## src/rtl/rep_enc_if.sv

```systemverilog
// Serial bit interface of the repetition encoder: input bit stream in,
// repeated bit stream plus busy/overflow status out.
interface rep_enc_if;
  logic i_di;
  logic i_di_vld;
  logic o_busy;
  logic o_ovf;
  logic o_do;
  logic o_do_vld;

  modport master (
    output i_di, i_di_vld,
    input  o_busy, o_ovf, o_do, o_do_vld
  );

  modport slave (
    input  i_di, i_di_vld,
    output o_busy, o_ovf, o_do, o_do_vld
  );
endinterface

```

## src/rtl/rep_enc.sv

```systemverilog
// Block repetition encoder: buffers BLK_LEN input bits, then emits the whole
// block REP times back-to-back so bit k lands at k, k+BLK_LEN, ... .
module rep_enc #(
  parameter int BLK_LEN = 96,
  parameter int REP     = 10
) (
  input logic      clk,
  input logic      rst,
  rep_enc_if.slave bus
);
  localparam int AW = (BLK_LEN > 1) ? $clog2(BLK_LEN) : 1;
  localparam int RW = (REP > 1) ? $clog2(REP) : 1;
  localparam logic [AW-1:0] LAST_IDX = AW'(BLK_LEN - 1);
  localparam logic [RW-1:0] LAST_REP = RW'(REP - 1);

  typedef enum logic [1:0] {
    S_LOAD = 2'd0,
    S_FULL = 2'd1,
    S_EMIT = 2'd2
  } state_t;

  state_t        r_state;
  logic [AW-1:0] r_wr_cnt;
  logic [AW-1:0] r_rd_idx;
  logic [RW-1:0] r_rep_cnt;
  logic          r_buf [BLK_LEN];
  logic          r_do;
  logic          r_do_vld;
  logic          r_busy;
  logic          r_ovf;

  state_t        w_state_nxt;
  logic [AW-1:0] w_wr_cnt_nxt;
  logic [AW-1:0] w_rd_idx_nxt;
  logic [RW-1:0] w_rep_cnt_nxt;
  logic          w_do_nxt;
  logic          w_do_vld_nxt;
  logic          w_ovf_nxt;
  logic          w_wr_en;

  // The first bit is registered on the FULL->EMIT edge, so do_vld appears
  // two edges after the last input bit and busy drops with the final bit.
  always_comb begin
    w_state_nxt   = r_state;
    w_wr_cnt_nxt  = r_wr_cnt;
    w_rd_idx_nxt  = r_rd_idx;
    w_rep_cnt_nxt = r_rep_cnt;
    w_do_nxt      = 1'b0;
    w_do_vld_nxt  = 1'b0;
    w_ovf_nxt     = 1'b0;
    w_wr_en       = 1'b0;
    case (r_state)
      S_LOAD: begin
        if (bus.i_di_vld) begin
          w_wr_en = 1'b1;
          if (r_wr_cnt == LAST_IDX) begin
            w_wr_cnt_nxt  = {AW{1'b0}};
            w_rd_idx_nxt  = {AW{1'b0}};
            w_rep_cnt_nxt = {RW{1'b0}};
            w_state_nxt   = S_FULL;
          end else begin
            w_wr_cnt_nxt = r_wr_cnt + AW'(1);
          end
        end else begin
          w_wr_cnt_nxt = r_wr_cnt;
        end
      end
      S_FULL, S_EMIT: begin
        w_ovf_nxt    = bus.i_di_vld;
        w_do_nxt     = r_buf[r_rd_idx];
        w_do_vld_nxt = 1'b1;
        w_state_nxt  = S_EMIT;
        if (r_rd_idx == LAST_IDX) begin
          w_rd_idx_nxt = {AW{1'b0}};
          if (r_rep_cnt == LAST_REP) begin
            w_rep_cnt_nxt = {RW{1'b0}};
            w_state_nxt   = S_LOAD;
          end else begin
            w_rep_cnt_nxt = r_rep_cnt + RW'(1);
          end
        end else begin
          w_rd_idx_nxt = r_rd_idx + AW'(1);
        end
      end
      default: begin
        w_state_nxt = S_LOAD;
      end
    endcase
  end

  // State, counters and registered outputs.
  always_ff @(posedge clk) begin
    if (rst) begin
      r_state   <= S_LOAD;
      r_wr_cnt  <= {AW{1'b0}};
      r_rd_idx  <= {AW{1'b0}};
      r_rep_cnt <= {RW{1'b0}};
      r_do      <= 1'b0;
      r_do_vld  <= 1'b0;
      r_busy    <= 1'b0;
      r_ovf     <= 1'b0;
    end else begin
      r_state   <= w_state_nxt;
      r_wr_cnt  <= w_wr_cnt_nxt;
      r_rd_idx  <= w_rd_idx_nxt;
      r_rep_cnt <= w_rep_cnt_nxt;
      r_do      <= w_do_nxt;
      r_do_vld  <= w_do_vld_nxt;
      r_busy    <= (w_state_nxt != S_LOAD);
      r_ovf     <= w_ovf_nxt;
    end
  end

  // Block buffer; contents need no reset.
  always_ff @(posedge clk) begin
    if (w_wr_en) begin
      r_buf[r_wr_cnt] <= bus.i_di;
    end
  end

  assign bus.o_do     = r_do;
  assign bus.o_do_vld = r_do_vld;
  assign bus.o_busy   = r_busy;
  assign bus.o_ovf    = r_ovf;
endmodule

```

## src/flat_wrapper.sv

```systemverilog
// flat-port wrapper written by rule: the top's interface ports become plain ports
module rep_enc_flat 
#(
  parameter int BLK_LEN = 96,
  parameter int REP     = 10
)
  (clk, rst, bus_i_di, bus_i_di_vld, bus_o_busy, bus_o_ovf, bus_o_do, bus_o_do_vld);
  rep_enc_if bus_i ();
  input logic clk;
  input logic rst;
  input wire logic [$bits(bus_i.i_di)-1:0] bus_i_di;
  input wire logic [$bits(bus_i.i_di_vld)-1:0] bus_i_di_vld;
  output wire logic [$bits(bus_i.o_busy)-1:0] bus_o_busy;
  output wire logic [$bits(bus_i.o_ovf)-1:0] bus_o_ovf;
  output wire logic [$bits(bus_i.o_do)-1:0] bus_o_do;
  output wire logic [$bits(bus_i.o_do_vld)-1:0] bus_o_do_vld;
  assign bus_i.i_di = bus_i_di;
  assign bus_i.i_di_vld = bus_i_di_vld;
  assign bus_o_busy = bus_i.o_busy;
  assign bus_o_ovf = bus_i.o_ovf;
  assign bus_o_do = bus_i.o_do;
  assign bus_o_do_vld = bus_i.o_do_vld;
  rep_enc #(.BLK_LEN(BLK_LEN), .REP(REP)) u_core (.clk(clk), .rst(rst), .bus(bus_i));
endmodule
```

## config.mk

```make
export PLATFORM = sky130hd
export DESIGN_NAME = rep_enc_flat
export DESIGN_NICKNAME = d
export VERILOG_FILES = /design/src/rtl/rep_enc_if.sv /design/src/rtl/rep_enc.sv /design/src/flat_wrapper.sv
export SDC_FILE = /design/constraint.sdc
export NUM_CORES = 1
export LEC_CHECK = 0
export BUFFER_PORTS_ARGS = -buffer_cell sky130_fd_sc_hd__buf_2
export CORE_ASPECT_RATIO = 1.1
export CORE_MARGIN = 3
export CORE_UTILIZATION = 50
export CTS_CLUSTER_DIAMETER = 40
export DETAILED_ROUTE_END_ITERATION = 12
export PLACE_DENSITY_LB_ADDON = 0.25
export SLEW_MARGIN = 40
export SYNTH_ARGS = -nofsm -noshare
export SYNTH_HDL_FRONTEND = slang
export SYNTH_SLANG_ARGS = --single-unit
```

## constraint.sdc

```tcl
create_clock -name clk -period 2.7 [get_ports clk]
set_clock_uncertainty 0.1 [all_clocks]
set_input_delay 0.135 -clock clk [delete_from_list [all_inputs] [get_ports clk]]
set_output_delay 0.135 -clock clk [all_outputs]
set_load 0.02 [all_outputs]
```

==> summary.txt <==
Status
  • Outcome: finished, final reports clean

Setup path
  • Crit end category: register
  • CP bufs+invs: 2
  • Worst Setup Path Type: reg -> reg
  • Flop-to-flop setup slack: about 340 ps
  • Worst Path Required: between 2000 and 3000 ps
  • CP max stage delay: 500 ps
  • Crit-path max FO: 9
  • Crit path cell chain: inv_1, ha_1, clkinv_1, nor4_1, o22ai_1, nor4b_1
  • Critical path's slowest cell: nor4_1
  • Crit-path leading delay family: simple AND/OR/NAND/NOR gates
  • Worst Setup Start Kind: register
  • WP data arrival: 2540 ps

Pwr
  • Combinational power share: roughly 6%
  • Clock power frac: roughly half
  • Power Density: 739 mW/mm²
  • Power consumption: between 4000 and 5000 µW
  • Leakage: ~0.002 µW
  • Max VDD drop: about 310 µV
  • Sw Ratio: 20.5%
  • P_int: between 3000 and 4000 µW
  • Net switching power: ~960 µW
  • Seq pwr share: 43.4%

Drt
  • DR pass1 iterations: 5
  • Via density: 5.63
  • Vias: 3533
  • WL/cell: around 19 µm
  • WL final: 11800 µm
  • ANT nets after route: 0
  • Post-route DRC violation count: 0
  • DR iter-0 viols: 280

Clocking
  • Clock sink count: between 100 and 150
  • TritonCTS clock tree: done
  • Setup bufs post-CTS: 0
  • CTS Buffer Depth: 2
  • CTS resizes: 0
  • Root buffer cell: clkbuf_16
  • CTS Buf Count: 17
  • Clock latency at the later pin of the worst-skew pair: 410 ps
  • Clock transition at the registers of the reported paths: roughly 50 ps
  • H-tree Lvls: 4

Yosys
  • Area contributors post-synth: edfxtp_1, dfxtp_1, nor2_1
  • Cell taking the most area after synthesis: edfxtp_1
  • Syn nets: about 470
  • Mapped Cells: around 460
  • Post-synth top flop: edfxtp_1
  • Sequential share of the synthesized area: 59.8%
  • Post-synth EDFFs: 96
  • Share of async-settable or async-resettable flops after synthesis: 0%
  • Syn. warnings: 0
  • Synth top area share: 51.2%
  • Cell area after synthesis: roughly 0.0056 mm²
  • Syn_area_per_cell: 12.1 µm²
  • Synth unique cells: a little under 60
  • Yosys reg bits: 120

Cells and area
  • Fin cells: approximately 630
  • Final Net Count: about 480
  • Share of post-route cells with drive strength above 1: ~15%
  • Ant diodes: 0
  • Fillers: 870
  • Area Growth Syn to Fin: 13.1%

Placed design
  • Post-DP HPWL: 7690 µm
  • Count of input and output buffers: 7
  • Gpl congestion: between 0.8 and 0.9
  • Placed cell count: roughly 590

Global route
  • Initial antenna violation count: 0
  • Gr ovfl total: 0
  • Total GRT Usage: 20.6%
  • First-pass GRT wire length: 19000 µm
  • Pin count of the biggest net entering global routing: 97
  • Number of global-route vias before repair: between 3000 and 4000

Timing
  • Slew at the pin with the worst max-slew slack: 605 ps
  • WHS: ~14 ps
  • Setup TNS: 0 ps
  • Finish-stage setup viols: 0
  • Period utilization: about 87%
  • RSZ-0062 raised after global routing: no
  • Min Tclk post-route: roughly 2400 ps
  • Max_slew headroom: between 50% and 60%
  • Final Hold Vio Count: 0
  • Final Max Slew Viols: 0
  • Fmax achieved: around 420 MHz

Die
  • # IOs: 8
  • Row Count: 40
  • Die width: approximately 110 µm
  • CORE AREA: 0.0110 mm²
  • Die ar.: around 0.013 mm²
  • Initial Utilization: 51.3%
  • Die Ht: between 100 and 150 µm

Min path
  • Worst Hold Class: in -> reg

Flow run
  • Max-cap viol count: 0
[flip-flops by register name, summed over array words and instances, names as in the netlist]
register / cells
u_core.r_rep_cnt: 4
u_core.bus.o_ovf: 1
u_core.r_rd_idx: 7
u_core.bus.o_do: 1
u_core.r_buf: 96
u_core.bus.o_do_vld: 1
u_core.r_state: 2
u_core.r_wr_cnt: 7
u_core.bus.o_busy: 1
[per-layer routing]
| layer | GRT usage, % | vias up | part of all wire [%] |
|---|---|---|---|
| met5 | 0 | - | 0 |
| met4 | 8.87 | 0 | 2.8 |
| met3 | 6.25 | 29 | 5.4 |
| met2 | 32.6 | 99 | 48 |
| met1 | 26.4 | 1718 | 44 |
| li1 | - | 1687 | - |
[kinds of logic after synthesis]
kind of cell	count (synthesis)	synth area share, %
flip-flops	120	59.8
multiplexers	39	10.0
AO/OA/AOI/OAI	50	7.32
buffers and inverters	40	3.96
XOR/XNOR	8	1.25
AND/OR/NAND/NOR	200	16.3
adder cells (fa/ha/maj)	6	1.33
[cells in the mapped netlist (3+ instances only)]
cell      instances
nand4b_1          3
edfxtp_1         96
nand3_1          11
clkbuf_1         17
o21ai_0           9
mux2i_1          26
nand2b_1          4
a21oi_1           9
a31oi_1           3
buf_6             4
nor2_1          118
nand3b_1          6
xnor2_1           6
a22oi_1           9
nand2_1          26
dfxtp_1          24
and3_1            3
nor2b_1           4
inv_1             7
mux4_1            3
buf_2             5
ha_1              6
mux4_2           10
or2_2             7
[stage by stage]
stage	utilization, %	setup slack, ps	cell area [µm²]
3_3_place_gp	52.2	488	5720
5_1_grt	58.0	257	6360
3_5_place_dp	52.2	398	5720
2_1_floorplan	-	552	5630
6_report	58.0	342	6360
4_1_cts	58.0	375	6360
[path summary, 6_finish.rpt]
path,startpoint,to,depth (start not counted)
worst min register to register,u_core.r_rep_cnt[3]$_SDFFE_PP0P_,u_core.r_rep_cnt[3]$_SDFFE_PP0P_,2
worst max register to register,u_core.r_state[0]$_SDFF_PP0_,u_core.bus.o_do$_SDFF_PP0_,6
worst max-delay path,u_core.r_state[0]$_SDFF_PP0_,u_core.bus.o_do$_SDFF_PP0_,6
worst min-delay path,rst,u_core.r_wr_cnt[4]$_SDFFE_PP0P_,2
[area by class of cell]
type | instances | area [µm²] | area share [%]
Clock buffer | 24 | 482 | 7.57
Clock inverter | 8 | 145 | 2.28
Inverter | 8 | 30.0 | 0.472
Multi-Input combinational cell | 303 | 2040 | 32.1
Sequential cell | 120 | 3360 | 52.9
Tap cell | 147 | 184 | 2.89
Timing Repair Buffer | 17 | 116 | 1.83
[repair_timing]
item | CTS | global route
hold buffers | 1 | 0
endpoints found under the hold margin | 1 | 0
setup endpoints to repair | 0 | 0
[worst reg2reg max path: stages (launching register included)]
cell	delay, ps
dfxtp_1	330
inv_1	70
ha_1	430
clkinv_1	300
nor4_1	500
o22ai_1	160
nor4b_1	350
[cells in the final DEF, fill, tap and decap left out, types with 4 or more instances in the layout]
master | netlist | routed
a21oi_1 | 9 | 9
a22oi_1 | 9 | 9
buf_2 | 5 | 7
buf_4 | 2 | 8
bufinv_16 | 0 | 4
clkbuf_1 | 17 | 4
clkbuf_16 | 0 | 17
dfxtp_1 | 24 | 23
edfxtp_1 | 96 | 96
ha_1 | 6 | 6
inv_1 | 7 | 7
mux2i_1 | 26 | 26
mux4_2 | 10 | 10
nand2_1 | 26 | 26
nand2b_1 | 4 | 4
nand3_1 | 11 | 11
nand3b_1 | 6 | 6
nor2_1 | 118 | 118
nor2b_1 | 4 | 4
o21ai_0 | 9 | 9
or2_2 | 7 | 7
xnor2_1 | 6 | 6
[power groups by stage]
stage	sequential [µW]	clock (µW)	combinational [µW]
after floorplan	2070	0	208
after global placement	2080	0	271
after detailed placement	2080	0	274
after CTS	2040	2410	277
after global routing	2040	2490	301
final	2040	2380	275
No activity file was read; power rests on OpenSTA's default activity.
